<file path="config.mk">
export PLATFORM = sky130hd
export DESIGN_NAME = ps2_key_tracker
export DESIGN_NICKNAME = d
export VERILOG_FILES = /design/src/rtl/ps2_pkg.sv /design/src/rtl/ps2_frame_rx.sv /design/src/rtl/ps2_key_tracker.sv
export SDC_FILE = /design/constraint.sdc
export NUM_CORES = 1
export LEC_CHECK = 0
export CORE_MARGIN = 5
export CORE_UTILIZATION = 50
export CTS_CLUSTER_SIZE = 8
export DETAILED_ROUTE_END_ITERATION = 8
export PLACE_DENSITY = 0.78
export SYNTH_ARGS = -nofsm -noshare
export SYNTH_HDL_FRONTEND = slang
export SYNTH_HIERARCHICAL = 1
export SYNTH_SLANG_ARGS = --single-unit
export TNS_END_PERCENT = 50
</file>
<file path="constraint.sdc">
create_clock -name clk -period 3.73 [get_ports clk]
set_input_delay 0.9325 -clock clk [delete_from_list [all_inputs] [get_ports clk]]
set_output_delay 0.9325 -clock clk [all_outputs]
set_load 0.01 [all_outputs]
</file>
<file path="src/rtl/ps2_pkg.sv">
// Shared constants for the PS/2 keyboard front end:
// scancodes, held-key bit positions and frame receiver states.
package ps2_pkg;
    localparam logic [7:0] SC_EXT  = 8'hE0;
    localparam logic [7:0] SC_BRK  = 8'hF0;
    localparam logic [7:0] SC_W    = 8'h1D;
    localparam logic [7:0] SC_S    = 8'h1B;
    localparam logic [7:0] SC_UP   = 8'h75;
    localparam logic [7:0] SC_DN   = 8'h72;
    localparam logic [7:0] SC_OVR0 = 8'h00;
    localparam logic [7:0] SC_OVR1 = 8'hFF;

    localparam logic [1:0] KEY_W  = 2'd3;
    localparam logic [1:0] KEY_S  = 2'd2;
    localparam logic [1:0] KEY_UP = 2'd1;
    localparam logic [1:0] KEY_DN = 2'd0;

    typedef enum logic [1:0] {
        ST_IDLE,
        ST_DATA,
        ST_PARITY,
        ST_STOP
    } rx_state_e;
endpackage

</file>
<file path="src/rtl/ps2_frame_rx.sv">
// PS/2 device-to-host frame receiver: synchroniser, clock glitch
// filter, 11-bit frame FSM with odd parity and inter-edge timeout.
module ps2_frame_rx
    import ps2_pkg::*;
#(
    parameter int SYNC_STAGES    = 2,
    parameter int FILTER_LEN     = 8,
    parameter int TIMEOUT_CYCLES = 20000
) (
    input  logic       clk,
    input  logic       reset,
    input  logic       key_clk,
    input  logic       key_data,
    output logic [7:0] rx_byte,
    output logic       rx_valid,
    output logic       rx_err
);
    localparam int FW = $clog2(FILTER_LEN + 1);
    localparam int TW = $clog2(TIMEOUT_CYCLES + 1);

    logic [SYNC_STAGES-1:0] csync_q, csync_d;
    logic [SYNC_STAGES-1:0] dsync_q, dsync_d;
    logic                   filt_q, filt_d;
    logic [FW-1:0]          fcnt_q, fcnt_d;
    rx_state_e              state_q, state_d;
    logic [2:0]             bits_q, bits_d;
    logic [7:0]             shift_q, shift_d;
    logic                   par_q, par_d;
    logic [TW-1:0]          tmr_q, tmr_d;
    logic [7:0]             byte_q, byte_d;
    logic                   valid_q, valid_d;
    logic                   err_q, err_d;
    logic                   fall;
    logic                   bit_in;
    logic                   csync;

    assign csync  = csync_q[SYNC_STAGES-1];
    assign bit_in = dsync_q[SYNC_STAGES-1];
    assign fall   = filt_q & ~filt_d;

    always_comb begin
        csync_d = {csync_q[SYNC_STAGES-2:0], key_clk};
        dsync_d = {dsync_q[SYNC_STAGES-2:0], key_data};
        filt_d  = filt_q;
        fcnt_d  = '0;
        // Level flips only after FILTER_LEN disagreeing samples in a row.
        if (csync != filt_q) begin
            if (fcnt_q == FW'(FILTER_LEN - 1)) begin
                filt_d = csync;
            end else begin
                fcnt_d = fcnt_q + 1'b1;
            end
        end
    end

    always_comb begin
        state_d = state_q;
        bits_d  = bits_q;
        shift_d = shift_q;
        par_d   = par_q;
        byte_d  = byte_q;
        valid_d = 1'b0;
        err_d   = 1'b0;
        if (state_q == ST_IDLE || fall) begin
            tmr_d = '0;
        end else if (tmr_q != TW'(TIMEOUT_CYCLES)) begin
            tmr_d = tmr_q + 1'b1;
        end else begin
            tmr_d = tmr_q;
        end
        unique case (state_q)
            ST_IDLE: begin
                if (fall && !bit_in) begin
                    state_d = ST_DATA;
                    bits_d  = '0;
                end
            end
            ST_DATA: begin
                if (fall) begin
                    shift_d = {bit_in, shift_q[7:1]};
                    bits_d  = bits_q + 1'b1;
                    if (bits_q == 3'd7) state_d = ST_PARITY;
                end
            end
            ST_PARITY: begin
                if (fall) begin
                    par_d   = bit_in;
                    state_d = ST_STOP;
                end
            end
            ST_STOP: begin
                if (fall) begin
                    state_d = ST_IDLE;
                    if ((^{shift_q, par_q}) && bit_in) begin
                        byte_d  = shift_q;
                        valid_d = 1'b1;
                    end else begin
                        err_d = 1'b1;
                    end
                end
            end
            default: state_d = ST_IDLE;
        endcase
        // An edge in the terminal-count cycle keeps the frame alive.
        if (state_q != ST_IDLE && !fall &&
            tmr_q == TW'(TIMEOUT_CYCLES)) begin
            state_d = ST_IDLE;
            err_d   = 1'b1;
        end
    end

    always_ff @(posedge clk) begin
        if (reset) begin
            csync_q <= '1;
            dsync_q <= '1;
            filt_q  <= 1'b1;
            fcnt_q  <= '0;
            state_q <= ST_IDLE;
            bits_q  <= '0;
            shift_q <= '0;
            par_q   <= 1'b0;
            tmr_q   <= '0;
            byte_q  <= '0;
            valid_q <= 1'b0;
            err_q   <= 1'b0;
        end else begin
            csync_q <= csync_d;
            dsync_q <= dsync_d;
            filt_q  <= filt_d;
            fcnt_q  <= fcnt_d;
            state_q <= state_d;
            bits_q  <= bits_d;
            shift_q <= shift_d;
            par_q   <= par_d;
            tmr_q   <= tmr_d;
            byte_q  <= byte_d;
            valid_q <= valid_d;
            err_q   <= err_d;
        end
    end

    assign rx_byte  = byte_q;
    assign rx_valid = valid_q;
    assign rx_err   = err_q;
endmodule

</file>
<file path="src/rtl/ps2_key_tracker.sv">
// PS/2 keyboard front end for pong: tracks make/break codes of
// W, S, Up and Down and exposes every received byte.
module ps2_key_tracker
    import ps2_pkg::*;
#(
    parameter int SYNC_STAGES    = 2,
    parameter int FILTER_LEN     = 8,
    parameter int TIMEOUT_CYCLES = 20000
) (
    input  logic       clk,
    input  logic       reset,
    input  logic       key_clk,
    input  logic       key_data,
    output logic [3:0] keys,
    output logic [7:0] code,
    output logic       code_valid,
    output logic       frame_err
);
    logic [7:0] rx_byte;
    logic       rx_valid;
    logic       rx_err;
    logic [3:0] keys_q, keys_d;
    logic       ext_q, ext_d;
    logic       brk_q, brk_d;
    logic       hit;
    logic [1:0] idx;

    ps2_frame_rx #(
        .SYNC_STAGES   (SYNC_STAGES),
        .FILTER_LEN    (FILTER_LEN),
        .TIMEOUT_CYCLES(TIMEOUT_CYCLES)
    ) u_rx (
        .clk     (clk),
        .reset   (reset),
        .key_clk (key_clk),
        .key_data(key_data),
        .rx_byte (rx_byte),
        .rx_valid(rx_valid),
        .rx_err  (rx_err)
    );

    always_comb begin
        hit = 1'b1;
        idx = KEY_W;
        case ({ext_q, rx_byte})
            {1'b0, SC_W}:  idx = KEY_W;
            {1'b0, SC_S}:  idx = KEY_S;
            {1'b1, SC_UP}: idx = KEY_UP;
            {1'b1, SC_DN}: idx = KEY_DN;
            default:       hit = 1'b0;
        endcase
    end

    always_comb begin
        keys_d = keys_q;
        ext_d  = ext_q;
        brk_d  = brk_q;
        if (rx_err) begin
            ext_d = 1'b0;
            brk_d = 1'b0;
        end else if (rx_valid) begin
            if (rx_byte == SC_EXT) begin
                ext_d = 1'b1;
            end else if (rx_byte == SC_BRK) begin
                brk_d = 1'b1;
            end else begin
                ext_d = 1'b0;
                brk_d = 1'b0;
                // 00/FF is the keyboard's overrun report: drop all held keys.
                if (rx_byte == SC_OVR0 || rx_byte == SC_OVR1) begin
                    keys_d = '0;
                end else if (hit) begin
                    keys_d[idx] = ~brk_q;
                end
            end
        end
    end

    always_ff @(posedge clk) begin
        if (reset) begin
            keys_q <= '0;
            ext_q  <= 1'b0;
            brk_q  <= 1'b0;
        end else begin
            keys_q <= keys_d;
            ext_q  <= ext_d;
            brk_q  <= brk_d;
        end
    end

    assign keys       = keys_q;
    assign code       = rx_byte;
    assign code_valid = rx_valid;
    assign frame_err  = rx_err;
endmodule
</file>
* After elaboration in Yosys (flattened, before gate mapping)
Index checks and enable logic that the tools add are counted.
Storage, ports and cells: register bits 54, logic and storage cells 105, input bits 4, output and inout bits 14
Cells by class: reductions and logical operators 29, equality and inequality tests 21, $add $sub $neg 3, bitwise logic cells 9, muxes and demuxes 26, magnitude comparators 2
Operator list (number):
- 8-bit == test (second input constant) | 3
- 9-bit by 5-bit == test with 1-bit output (second input constant) | 2
- 9-bit == test (second input constant) | 2
- 15-bit by 1-bit adder with 15-bit output (second input constant) | 1
- 15-bit == test (second input constant) | 1
- 15-bit inequality test (second input constant) | 1
- 1-bit two-way mux | 12
- 2-bit two-way mux | 5
- 5-bit AND reduction | 2
- 9-bit XOR reduction | 1
- 8-bit logical NOT | 1
- 4-bit two-way mux | 2
- 2-bit by 1-bit inequality test with 1-bit output (second input constant) | 4
- 1-bit NOT | 8
- 2-bit case mux with 4 select lines | 1
- 2-bit AND reduction | 4
- 3-bit two-way mux | 2
- 2-bit case mux with 3 select lines | 1
- 3-bit case mux with 2 select lines | 1
- 3-bit AND reduction | 2
- 2-bit nonzero test | 3
- 2-bit OR reduction | 3
- 3-bit OR reduction | 2
- 1-bit logical AND | 5
- other kinds (17) | 21

* Longest topological paths before layout
depth in word-level cells 9, mapped depth 9, depth with buffers taken out 7

* Cells and area by module
Netlist, hierarchy kept.
Modules (own cells, without submodules):
- ps2_frame_rx | times used 1, sequential area each 960.9 sq um, cells each 228, area an instance 2229.6 sq um
- ps2_key_tracker | times used 1, sequential area each 120.1 sq um, cells each 50, area an instance 414.1 sq um

* Worst setup path before layout
Ideal clock, no wire load.
path type reg2reg, from reg u_rx.fcnt_q[0], to reg u_rx.byte_q[0] (netlist: u_rx/rx_byte[0]), cell stages (with the launch flop) 9, arrival 1.712 ns, data required time 3.658 ns, slack 1.947 ns, setup time 0.072 ns, path buffers 2, clock period less this slack 1.783 ns, cells stage by stage dfxtp_1 ha_1 and3b_1 buf_4 and2_1 buf_4 nand2_1 nor3_4 mux2i_1
On the way: cells in the longest elaborated chain, start to end 6
Ends and longest elaborated chain:
- start, declared | line ps2_frame_rx.sv:24 | logic [FW-1:0] fcnt_q, fcnt_d;
- start signal, assigned | line ps2_frame_rx.sv:130 | fcnt_q <= fcnt_d;
- 4-bit by 3-bit == test with 1-bit output | line ps2_frame_rx.sv:48 | if (fcnt_q == FW'(FILTER_LEN - 1)) begin
- 1-bit two-way mux | line ps2_frame_rx.sv:48
- 1-bit two-way mux | line ps2_frame_rx.sv:47 | if (csync != filt_q) begin
- 1-bit NOT | line ps2_frame_rx.sv:39 | assign fall = filt_q & ~filt_d;
- 1-bit AND | line ps2_frame_rx.sv:39
- 3-bit AND reduction (no source line)
- end signal, assigned | line ps2_frame_rx.sv:136 | byte_q <= byte_d;
- end, declared | line ps2_frame_rx.sv:30 | logic [7:0] byte_q, byte_d;
Every way passes these cells. A chain may end at the register's enable or synchronous reset.

* Worst setup path in the final report
from reg u_rx.byte_q[0] (netlist: u_rx/rx_byte[0]), to out code[0]
RTL lines:
- end, declared | line ps2_key_tracker.sv:15 | output logic [7:0] code,
No word-level cell between the ends.

==> metrics.txt <==
status=complete, no violations; Seq/Total Area, Yosys=40.9%; CP required=2.80 ns; most frequent cells in the layout=54 x dfxtp_1, 36 x nor2_1, 21 x mux2i_1, 17 x clkdlybuf4s50_1, 15 x nand2b_1; Setup Buffers After CTS=0; Num CTS Buffers=5; cts hold-fix bufs=0; Clk Latency, worst-skew pair=0.30 ns; first-pass GRT wire length=8280 um; Max stage delay on crit path=0.61 ns; Root Buffer=clkbuf_8; ys flop type=dfxtp_1; Setup crit end kind=output pin; CTS max path bufs=2; Syn. warnings=6; pin count of the biggest net entering global routing=31; Rows=26; Multi-input gate area=1460 um2; Nets=309; post-synthesis average cell area=9.51 um2; CTS tree=yes; final hold slack=0.402 ns; asr flop ratio synth=0%; Initial Util=51.8%; register area=1080 um2; Arrival @ worst endpoint=1.45 ns; HPWL after DPL=3380 um; Netlist Area Pre-Place=2640 um2; Max FO, Critical Path=8; Yosys reg bits=54; DR DRC count=0; die height=82.7 um; slowest CP cell=clkdlybuf4s50_1; DR WL/cell=12.5 um; Crit Path Category=flip-flop to output pin; Diodes inserted=0; initial antenna violation count=0; post-CTS sizing=0; PD cells=369 nW/um2; Final Hold Viols=0; Final min period=2.39 ns; synth unique cells=51; max cap viols=0; global route overflow=0; Pre-Repair DR Iteration Count=4; Clock transition at path regs=approximately 0.1 ns; Final Cycle Share=64.0%; share of cells above drive strength 1=8.11%; worst path bufs/invs=1; CORE AREA=about 5100 um2; crit path cell chain=clkdlybuf4s50_1; final setup vio count=0; drt total wl=4580 um; Total GRT Usage=15.6%; Via Count=1,926; Final ANT Viol Nets=0; worst-margin pin slew=between 0.5 and 0.6 ns; Slew HR=65.8%; fillcell total=442; Max Clock Freq=419 MHz; leakage=0.00111 uW; commonest non-fill, non-tap cell in the layout=dfxtp_1; initial DRC count=115; count of flip-flops with a built-in enable after synthesis=0; Die X=82.7 um; vias in the first global route=1,846; Clock Sinks=54; Fin Setup TNS=0 ns; worst vdd ir=0.000260 V; Area Growth Syn to Fin=13.3%; Final Max Slew Viols=0; RSZ-0062 raised after global routing=no; total die area=6840 um2; Port Buffer Count=17; final estimated routing congestion in global placement=0.839; critical path's top delay family=buffers and inverters; worst hold path type=flip-flop to flip-flop; Ports=18; Post-Synthesis Cells=about 280; vias per cell=about 5.3; Clock H-tree levels=2; CP startpoint kind=flip-flop; Mapped Nets=292; Fin Clk Skew=0.0118 ns
synth_stat cells (4+ instances only):
library cell | count | share of area, %
a21oi_1 | 13 | 2.5
dfxtp_1 | 54 | 41
ha_1 | 10 | 4.7
inv_1 | 9 | 1.3
mux2i_1 | 21 | 8.0
nand2_1 | 12 | 1.7
nand2b_1 | 15 | 3.5
nand3_1 | 11 | 2.1
nand4_1 | 7 | 1.7
nor2_1 | 36 | 5.1
nor3_1 | 5 | 0.95
o21ai_0 | 6 | 1.1
or2_2 | 4 | 0.95
or2b_1 | 5 | 1.4
or3_1 | 7 | 1.7
xnor2_1 | 9 | 3.0
xor2_1 | 8 | 2.7
sequential cells by signal (all words and copies together), names as in the netlist:
register and count:
keys 4, u_rx/fcnt_q 4, u_rx/dsync_q 2, u_rx/rx_valid 1, ext_q 1, u_rx/par_q 1, u_rx/bits_q 3, u_rx/tmr_q 15
u_rx/state_q 2, u_rx/rx_err 1, u_rx/shift_q 8, u_rx/filt_q 1, u_rx/csync_q 2, u_rx/rx_byte 8, brk_q 1
kinds of logic after synthesis:
kind of cell	synth area share, %
and+or+nand+nor	25.9
xor gates and xnor gates	8.19
AOI/OAI and AO/OA	8.47
muxes	7.95
buffers and inverters	3.88
adders and majority gates	4.73
DFF	40.9
area by class of cell:
cell class | count | area share, %
Sequential cell | 54 | 36.1
Clock inverter | 3 | 2.30
Timing Repair Buffer | 18 | 5.93
Tap cell | 70 | 2.92
Clock buffer | 5 | 2.30
Multi-Input combinational cell | 206 | 48.7
Inverter | 10 | 1.71
through the flow:
stage / setup WS, ns / std cells / utilization, % / power, uW / area [um2]
after CTS: 1.34 / 366 / 58.6 / 1120 / 3000
after global routing: 1.28 / 366 / 58.6 / 1160 / 3000
after global placement: 1.17 / 358 / 56.0 / 661 / 2860
final: 1.34 / 366 / 58.6 / 1100 / 3000
after detailed placement: 1.14 / 358 / 56.0 / 663 / 2860
after floorplan: 1.95 / 278 / - / 652 / 2640
where the power goes:
part           internal, uW  switching [uW]  leakage (uW)
Combinational          26.0            36.4      0.000605
Clock                   269             185     0.0000683
Sequential              582            6.04      0.000436
path summary, 6_finish.rpt:
kind,startpoint,end,slack [ns],depth (start not counted)
worst max-delay path,u_rx/rx_byte[0],code[0],1.34,1
worst min-delay path,u_rx/dsync_q[0],u_rx/dsync_q[1],0.40,1
worst max register to register,u_rx/fcnt_q[0],u_rx/rx_byte[0],1.68,6
worst min register to register,u_rx/dsync_q[0],u_rx/dsync_q[1],0.40,1
per-layer routing:
metal | share of wire [%] | routed length, um | vias up | global-route usage [%]
li1 | - | - | 992 | -
met1 | 49 | 2250 | 890 | 20.3
met2 | 46 | 2110 | 39 | 25.3
met3 | 3.6 | 167 | 5 | 3.90
met4 | 1.4 | 62 | 0 | 4.90
met5 | 0 | 0 | - | 0
Power figures use the tool's default switching activity.
